===== src/rtl/weight_loader_pkg.sv =====
// weight_loader shared types and default geometry.
package weight_loader_pkg;

  localparam int DEF_MAC_ROW      = 16;
  localparam int DEF_MAC_COL      = 16;
  localparam int DEF_W_BITWIDTH   = 8;
  localparam int DEF_SRAM_LATENCY = 1;
  localparam int DEF_FIFO_DEPTH   = 32;

  typedef logic [DEF_MAC_COL*DEF_W_BITWIDTH-1:0] row_t;

  typedef enum logic [1:0] {
    IDLE,
    SHIFT,
    LATCH
  } state_t;

endpackage


===== src/rtl/weight_loader_row_fifo.sv =====
// Synchronous row FIFO with occupancy count.
// A push into a full FIFO is dropped unless a pop frees a slot in the same cycle.
module weight_loader_row_fifo
  import weight_loader_pkg::*;
#(
  parameter  int WIDTH = 128,
  parameter  int DEPTH = 32,
  localparam int AW    = (DEPTH > 1) ? $clog2(DEPTH) : 1,
  localparam int CW    = $clog2(DEPTH + 1)
) (
  input  logic             clk,
  input  logic             rst,
  input  logic             push,
  input  logic             pop,
  input  logic [WIDTH-1:0] din,
  output logic [WIDTH-1:0] dout,
  output logic [CW-1:0]    count,
  output logic             full,
  output logic             empty
);

  localparam logic [AW-1:0] LAST = AW'(DEPTH - 1);

  logic [WIDTH-1:0] mem [DEPTH];
  logic [AW-1:0]    wr_ptr;
  logic [AW-1:0]    rd_ptr;
  logic             do_push;
  logic             do_pop;

  assign full    = (count == CW'(DEPTH));
  assign empty   = (count == '0);
  assign do_pop  = pop && !empty;
  assign do_push = push && (!full || do_pop);
  assign dout    = mem[rd_ptr];

  always_ff @(posedge clk) begin
    if (do_push) mem[wr_ptr] <= din;
  end

  always_ff @(posedge clk) begin
    if (rst) begin
      wr_ptr <= '0;
      rd_ptr <= '0;
      count  <= '0;
    end else begin
      if (do_push)
        wr_ptr <= (wr_ptr == LAST) ? '0 : wr_ptr + 1'b1;
      if (do_pop)
        rd_ptr <= (rd_ptr == LAST) ? '0 : rd_ptr + 1'b1;
      unique case ({do_push, do_pop})
        2'b10:   count <= count + 1'b1;
        2'b01:   count <= count - 1'b1;
        default: count <= count;
      endcase
    end
  end

endmodule


===== src/rtl/weight_loader.sv =====
// Buffers weight-SRAM rows and shifts whole tiles into the MAC array.
// Define WEIGHT_LOADER_OVF_CHECK_EN to enable the sticky overflow/underflow flag.
module weight_loader
  import weight_loader_pkg::*;
#(
  parameter int MAC_ROW      = DEF_MAC_ROW,
  parameter int MAC_COL      = DEF_MAC_COL,
  parameter int W_BITWIDTH   = DEF_W_BITWIDTH,
  parameter int SRAM_LATENCY = DEF_SRAM_LATENCY,
  parameter int FIFO_DEPTH   = DEF_FIFO_DEPTH
) (
  input  logic                          clk,
  input  logic                          rst,
  input  logic                          w_read_en_in,
  input  logic [MAC_COL*W_BITWIDTH-1:0] w_rdata_in,
  input  logic                          arr_ready_in,
  output logic                          w_almost_full_out,
  output logic [MAC_COL*W_BITWIDTH-1:0] w_shift_out,
  output logic                          w_shift_valid_out,
  output logic                          w_latch_out,
  output logic [15:0]                   tile_count_out,
  output logic                          w_err_out
);

  localparam int RW  = MAC_COL * W_BITWIDTH;
  localparam int CW  = $clog2(FIFO_DEPTH + 1);
  localparam int RCW = (MAC_ROW > 1) ? $clog2(MAC_ROW) : 1;

  localparam logic [RCW-1:0] LAST_ROW  = RCW'(MAC_ROW - 1);
  localparam logic [CW-1:0]  TILE_ROWS = CW'(MAC_ROW);

  logic [SRAM_LATENCY-1:0] vld_pipe;
  logic                    push;
  logic                    pop;
  logic                    full;
  logic                    empty;
  logic [CW-1:0]           fifo_count;
  logic [RW-1:0]           fifo_dout;
  int                      occupancy;
  state_t                  state;
  logic [RCW-1:0]          row_cnt;

  assign push = vld_pipe[SRAM_LATENCY-1];
  assign pop  = (state == SHIFT);

  // Rows already requested count against capacity before they land.
  assign occupancy         = int'(fifo_count) + $countones(vld_pipe);
  assign w_almost_full_out = (occupancy >= FIFO_DEPTH - 1);

  always_ff @(posedge clk) begin
    if (rst) begin
      vld_pipe <= '0;
    end else begin
      vld_pipe[0] <= w_read_en_in;
      for (int i = 1; i < SRAM_LATENCY; i++)
        vld_pipe[i] <= vld_pipe[i-1];
    end
  end

  weight_loader_row_fifo #(
    .WIDTH (RW),
    .DEPTH (FIFO_DEPTH)
  ) u_fifo (
    .clk   (clk),
    .rst   (rst),
    .push  (push),
    .pop   (pop),
    .din   (w_rdata_in),
    .dout  (fifo_dout),
    .count (fifo_count),
    .full  (full),
    .empty (empty)
  );

  always_ff @(posedge clk) begin
    if (rst) begin
      state             <= IDLE;
      row_cnt           <= '0;
      w_shift_out       <= '0;
      w_shift_valid_out <= 1'b0;
      w_latch_out       <= 1'b0;
      tile_count_out    <= '0;
    end else begin
      w_shift_out       <= '0;
      w_shift_valid_out <= 1'b0;
      w_latch_out       <= 1'b0;
      unique case (state)
        IDLE: begin
          if (arr_ready_in && (fifo_count >= TILE_ROWS)) begin
            state   <= SHIFT;
            row_cnt <= '0;
          end
        end
        SHIFT: begin
          w_shift_out       <= fifo_dout;
          w_shift_valid_out <= 1'b1;
          row_cnt           <= row_cnt + 1'b1;
          if (row_cnt == LAST_ROW) state <= LATCH;
        end
        LATCH: begin
          w_latch_out    <= 1'b1;
          tile_count_out <= tile_count_out + 16'd1;
          state          <= IDLE;
        end
        default: state <= IDLE;
      endcase
    end
  end

`ifdef WEIGHT_LOADER_OVF_CHECK_EN
  always_ff @(posedge clk) begin
    if (rst)
      w_err_out <= 1'b0;
    else if ((push && full && !pop) || (pop && empty))
      w_err_out <= 1'b1;
  end
`else
  logic unused_ovf;
  assign unused_ovf = full ^ empty;
  assign w_err_out  = 1'b0;
`endif

endmodule


===== config.mk =====
export PLATFORM = sky130hd
export DESIGN_NAME = weight_loader
export DESIGN_NICKNAME = d
export VERILOG_FILES = /design/src/rtl/weight_loader_pkg.sv /design/src/rtl/weight_loader_row_fifo.sv /design/src/rtl/weight_loader.sv
export SDC_FILE = /design/constraint.sdc
export NUM_CORES = 2
export LEC_CHECK = 0
export CAP_MARGIN = 30
export CORE_AREA = 2 2 674 676
export DETAILED_ROUTE_END_ITERATION = 8
export DIE_AREA = 0 0 676 678
export PLACE_DENSITY = 0.49
export SYNTH_ARGS = -nofsm -noshare
export SYNTH_HDL_FRONTEND = slang
export SYNTH_SLANG_ARGS = --single-unit

===== constraint.sdc =====
create_clock -name clk -period 18 [get_ports clk]
set_input_delay 4.5 -clock clk [delete_from_list [all_inputs] [get_ports clk]]
set_output_delay 4.5 -clock clk [all_outputs]
set_load 0.005 [all_outputs]

* Word-level counts from Yosys, hierarchy flattened
Memory sizes are Yosys's and may differ from the RTL's. A register that Yosys moved wholly into a read port is not among the register bits.
Cells that the tools add are included.
** Word-level totals
- Flip-flop bits (word level) :: 41
- Latch bits :: 0
- Memory bits (writable) :: 4096
- Memory bits (read-only) :: 0
- Input bits :: 132
- Output and inout port bits :: 148
- Memories kept :: 1
** Cells by class
- $add $sub $neg :: 7
- $mul :: 0
- Div/mod/pow operators :: 0
- $lt $le $gt $ge :: 2
- Eq/ne operators :: 10
- Shift-type cells :: 0
- Mux-type cells :: 12
- Bitwise logic cells :: 1
- Reductions and logical operators :: 13
** Memory list
- u_fifo.mem :: depth 32, width 128, rd ports 1, clocked after memory_dff 1, wr ports 1, line weight_loader_row_fifo.sv:24 : logic [WIDTH-1:0] mem [DEPTH];
** Operator list (number)
- adder 16 x 1 -> 16 bit, second input constant :: 1
- case mux 6 bit (2 select lines) :: 1
- adder 5 x 1 -> 5 bit, second input constant :: 2
- equality test 5 bit, second input constant :: 2
- 2-to-1 mux 5 bit :: 2
- case mux 4 bit (2 select lines) :: 1
- adder 6 x 1 -> 7 bit :: 1
- greater-or-equal comparator 7 x 5 -> 1 bit, second input constant :: 1
- adder 6 x 1 -> 6 bit, second input constant :: 1
- equality test 6 bit, second input constant :: 1
- greater-or-equal comparator 6 x 5 -> 1 bit, second input constant :: 1
- zero test 6 bit :: 1
- subtractor 6 x 1 -> 6 bit, second input constant :: 1
- adder 4 x 1 -> 4 bit, second input constant :: 1
- equality test 2 x 1 -> 1 bit, second input constant :: 2
- equality test 2 bit, second input constant :: 2
- equality test 4 bit, second input constant :: 1
- 2-to-1 mux 1 bit :: 4
- 2-to-1 mux 2 bit :: 2
- 2-to-1 mux 4 bit :: 1
- != test 2 bit, second input constant :: 2
- case mux 2 bit (2 select lines) :: 1
- AND reduction 2 bit :: 2
- nonzero test 2 bit :: 2
- 6 further kinds :: 9

* Longest topological paths before layout
- Word-level depth :: 7
- Depth in mapped cells :: 12
- Depth with buffers taken out :: 10

* Modules after synthesis
A second synthesis with hierarchy kept.
** Unflattened totals
- Cells, all modules :: 6455
- Area, all modules :: 160642.8 sq um
** Modules (own cells, without submodules)
- weight_loader_row_fifo :: instances 1, cells an instance 6057, area an instance 156073.4 sq um, sequential area each 123418.4 sq um
- weight_loader :: instances 1, cells an instance 398, area an instance 4569.4 sq um, sequential area each 3062.9 sq um

* Worst setup path after synthesis
No wires, ideal clock.
- Path type :: flip-flop to flip-flop
- Start :: register u_fifo.count[3]
- End :: memory u_fifo.mem[13][0] (enable)
- Data arrival time :: 6.419 ns
- Data required time :: 17.383 ns
- Setup slack :: 10.963 ns
- Cell stages (with the launch flop) :: 6
- Path buffers :: 1
- Period minus slack after synthesis :: 7.037 ns
- Path through :: dfxtp_1 > clkbuf_1 > or2_1 > o41a_2 > nand2_1 > nor2_1
** On the way
- Word-level cells in the longest chain between the ends :: 7
- Elaborated cells on any way between the ends :: 9
- Classes of those cells :: eq/ne: 1; mux: 2; reduce/logical: 6
** Ends and longest elaborated chain
- start, declared :: line weight_loader_row_fifo.sv:17 : output logic [CW-1:0] count,
- start signal, assigned :: line weight_loader_row_fifo.sv:51 : 2'b10: count <= count + 1'b1;
- start signal, assigned :: line weight_loader_row_fifo.sv:52 : 2'b01: count <= count - 1'b1;
- start signal, assigned :: line weight_loader_row_fifo.sv:53 : default: count <= count;
- zero test 6 bit :: line weight_loader_row_fifo.sv:31 : assign empty = (count == '0);
- zero test 1 bit :: line weight_loader_row_fifo.sv:32 : assign do_pop = pop && !empty;
- logical AND 1 bit :: line weight_loader_row_fifo.sv:32
- logical OR 1 bit (*) :: line weight_loader_row_fifo.sv:33 : assign do_push = push && (!full || do_pop);
- logical AND 1 bit (*) :: line weight_loader_row_fifo.sv:33
- 2-to-1 mux 1 bit (*) :: line weight_loader_row_fifo.sv:37 : if (do_push) mem[wr_ptr] <= din;
- 2-to-1 mux 1 bit (not written as such) (*) :: line weight_loader_row_fifo.sv:37
- end, declared :: line weight_loader_row_fifo.sv:24
Mark *: on every way between the ends. The rest lies on a longest branch, timed or not.

* Worst setup path in the final report
- Start :: register u_fifo.count[0]
- End :: output port w_almost_full_out
** On the way
- Word-level cells in the longest chain between the ends :: 2
** Ends and longest elaborated chain
- adder 6 x 1 -> 7 bit :: line weight_loader.sv:47 : assign occupancy = int'(fifo_count) + $countones(vld_pipe);
- greater-or-equal comparator 7 x 5 -> 1 bit :: line weight_loader.sv:48 : assign w_almost_full_out = (occupancy >= FIFO_DEPTH - 1);
- end, declared :: line weight_loader.sv:17 : output logic w_almost_full_out,
No other way between the ends.

==> run_results.csv <==
group,metric,value,unit
floorplan,dieArea,458000,um2
floorplan,io_pins,280,
clocking,cts_tree,"built",
run_status,status,"completed",
worst_setup_path,cp.required,13.50,ns
timing,setup_tns,0,ns
grt,grt_pass1_wl,640000,um
logic_synthesis,synthTopCellsByCount,"4,096 x edfxtp_1, 1,024 x mux4_2, 514 x a22oi_1, 169 x dfxtp_1, 164 x clkbuf_1",
route,drtIter0Drc,7820,
grt,overflow,0,
clocking,cts_root_buf,"clkbuf_16",
worst_setup_path,cp_common_cell,"ha_1",
final_layout,layout.nets,7299,
logic_synthesis,syn_area_per_cell,24.0,um2
grt,antenna_found_initial,57,
worst_setup_path,r2r_end,"w_shift_out[117]",
pwr,ir_worst_vdd,0.0000773,V
placement,dpl.hpwl,232000,um
logic_synthesis,synth-main-ff-cell,"edfxtp_1",
worst_setup_path,cp_max_fo,8,
placement,pre_cts_slack,9.87,ns
final_layout,areaGrowthSynthToFinish,17.3,%
pwr,switching_share,20.0,%
grt,track_usage,19.9,%
route,viasPerCell,5.56,
floorplan,die_w,676,um
timing,worstMarginPinSlew,1.09,ns
logic_synthesis,synth_edf_count,4096,
logic_synthesis,synth_seq_area_share,80.4,%
timing,slew_violations,0,
worst_setup_path,critical_path.top_delay_family,"buffers and inverters",
clocking,path_clk_slew,0.06,ns
logic_synthesis,synthArstFlopShare,0,%
logic_synthesis,ys_top_cells_by_area,"edfxtp_1 78%, mux4_2 15%, a22oi_1 2.5%",
worst_hold_path,hold_path_class,"reg -> reg",
pwr,power.switching,0.00408,W
timing,fmax,0.130,GHz
route,vias,75300,
worst_hold_path,min-delay-start,"row_cnt[0]",
clocking,ctsHoldBuffers,0,
route,routedWlPerCell,34.3,um
timing,rsz0062_at_grt,"no",
logic_synthesis,synth-warning-count,0,
floorplan,die_y,678,um
pwr,intPower,0.0163,W
pwr,sequentialPowerShare,53.5,%
clocking,cts_sinks,4265,
timing,period_needed,7.69,ns
pwr,clock_power_share,45.3,%
timing,finalCritPeriodShare,42.7,%
worst_setup_path,reg2reg_depth,8,
logic_synthesis,yosysTopAreaCell,"edfxtp_1",
worst_hold_path,hold-path-cell-count,1,
logic_synthesis,synth_cell_types,59,
final_layout,final_layout_size_suffix_gt1_share,26.1,%
worst_setup_path,max_stage_delay,0.57,ns
timing,fin_ws,10.31,ns
placement,gp_congestion,0.725,
clocking,h-tree-depth,5,
floorplan,core-area,451000,um2
timing,fin_skew,0.0764,ns
grt,grt_start_max_net_pins,111,
timing,hold_viol,0,
clocking,postCtsSetupBuffers,0,
pwr,leakage,54.9,nW
route,drt_wl_total,465000,um
clocking,clock_latency,1.04,ns
placement,port_buffers,278,
worst_setup_path,critical_path.startpoint_type,"flip-flop",
route,drt-pass1-iter-count,7,
clocking,post_cts_resized,0,
clocking,cts_buffers,444,
route,drc_errors,0,
floorplan,rows,247,
worst_setup_path,reg2reg_from,"u_fifo.rd_ptr[0]",
route,postRouteAntennaNets,0,
worst_setup_path,slowest_stage,"clkdlybuf4s50_1",
logic_synthesis,synthesis.nets,6692,
worst_setup_path,worstPathArrival,3.19,ns
worst_setup_path,crit_type,"reg -> out",
worst_setup_path,r2r_slack,12.23,ns
logic_synthesis,syn_inst,6546,
logic_synthesis,syn_area,157000,um2
clocking,cts_buffer_depth,4,
timing,max_slew_margin,27.4,%
pwr,power_density,111,nW/um2
worst_setup_path,crit_buf_inv,1,
worst_setup_path,end_kind,"output port",
pwr,combPwrFrac,1.2,%
floorplan,start_util,34.9,%
timing,setup_viol,0,
logic_synthesis,yosysMostFrequentCell,"edfxtp_1",
grt,grt_pass1_vias,77400,
worst_hold_path,hold-path-endpoint,"row_cnt[0]",
worst_setup_path,path_cells,"ha_1, ha_1, and3b_1, o211a_1, o21ai_0, a311oi_1, clkdlybuf4s50_1",
logic_synthesis,synth_seq_cells,4265,
job,cap_violations,0,
logic_synthesis,yosys.area.top_type_share,78.2,%
==> worst max-delay path by stage <==
| stage | startpoint | to | slack [ns] | cells past startpoint |
|---|---|---|---|---|
| floorplan | u_fifo.count[3] | u_fifo.mem[13][0] | 10.96 | 5 |
| global placement | rst | w_shift_out[16] | 9.71 | 8 |
| detailed placement | rst | w_shift_out[122] | 9.87 | 9 |
| CTS | u_fifo.count[0] | w_almost_full_out | 10.21 | 7 |
| global route | u_fifo.count[0] | w_almost_full_out | 10.09 | 7 |
| finish | u_fifo.count[0] | w_almost_full_out | 10.31 | 7 |
==> cells in the final DEF (no fill, tap or decap), types with 6 or more instances in the layout <==
cell type / Yosys / layout
nand3_1: 11 / 11
xor2_1: 6 / 6
inv_6: 0 / 8
mux4_2: 1024 / 1024
nor2_4: 0 / 32
clkdlybuf4s50_1: 0 / 277
buf_8: 0 / 8
nor3_1: 9 / 9
edfxtp_1: 4096 / 4096
bufinv_16: 0 / 37
clkinvlp_4: 0 / 7
o21ai_0: 7 / 7
or3_1: 10 / 10
inv_1: 9 / 9
a22oi_1: 514 / 514
clkbuf_1: 164 / 121
clkinv_16: 0 / 10
nor2_1: 63 / 31
clkinv_4: 0 / 6
nor2b_1: 9 / 9
nand2_1: 19 / 19
a21oi_1: 17 / 17
buf_12: 0 / 41
clkinv_2: 0 / 79
diode_2: 0 / 20
nand4_1: 132 / 132
xnor2_1: 9 / 9
clkbuf_16: 0 / 467
ha_1: 14 / 14
clkbuf_8: 0 / 53
clkinv_1: 0 / 64
buf_16: 0 / 33
dfxtp_1: 169 / 165
buf_4: 20 / 138
==> power groups by stage <==
stage               Combinational (W)  Sequential [W]  Clock, W
CTS                          0.000229          0.0109   0.00942
detailed placement           0.000229          0.0111         0
global placement             0.000210          0.0111         0
finish                       0.000249          0.0109   0.00924
global route                 0.000271          0.0109   0.00980
floorplan                   0.0000383          0.0111         0
==> sequential cells by signal, summed over array words and instances, names as in the netlist <==
| register | flops |
|---|---|
| tile_count_out | 16 |
| w_shift_out | 128 |
| push | 1 |
| w_shift_valid_out | 1 |
| u_fifo.mem | 4096 |
| row_cnt | 4 |
| u_fifo.rd_ptr | 5 |
| state | 2 |
| u_fifo.wr_ptr | 5 |
| w_latch_out | 1 |
| u_fifo.count | 6 |
==> metal layers <==
layer / GRT usage [%] / routed length, um
met4: 4.30 / 10700
met1: 26.5 / 189000
met3: 2.88 / 26700
met2: 34.7 / 238000
met5: 0 / 155
==> area by class of cell <==
| type | instances | area (um2) |
|---|---|---|
| fill | 39200 | 267000 |
| sequential | 4265 | 126000 |
| multi-input combinational | 1913 | 29600 |
| clock buffer | 622 | 12400 |
| tap | 5976 | 7480 |
| timing repair buffer | 518 | 6150 |
| clock inverter | 219 | 2360 |
| antenna | 20 | 50.0 |
| inverter | 11 | 41.3 |
==> metrics by stage <==
stage / utilization, % / instance area [um2] / power [W] / hold WS [ns] / std cells
floorplan: - / 157000 / 0.0112 / 0.463 / 6546
finish: 40.9 / 184000 / 0.0204 / 0.538 / 13500
CTS: 40.6 / 183000 / 0.0206 / 0.531 / 13500
global placement: 37.2 / 168000 / 0.0113 / 0.479 / 12600
detailed placement: 37.4 / 169000 / 0.0114 / 0.521 / 12600
global route: 40.9 / 184000 / 0.0210 / 0.570 / 13500
==> cell families after synthesis <==
group / share of synthesized area (%)
flip-flops: 80.4
adder cells (fa/ha/maj): 0.111
buffers and inverters: 1.04
other: 0.00238
AO/OA/AOI/OAI: 2.64
AND/OR/NAND/NOR: 1.06
multiplexers: 14.7
XOR/XNOR: 0.0835
Power figures use the tool's default switching activity.
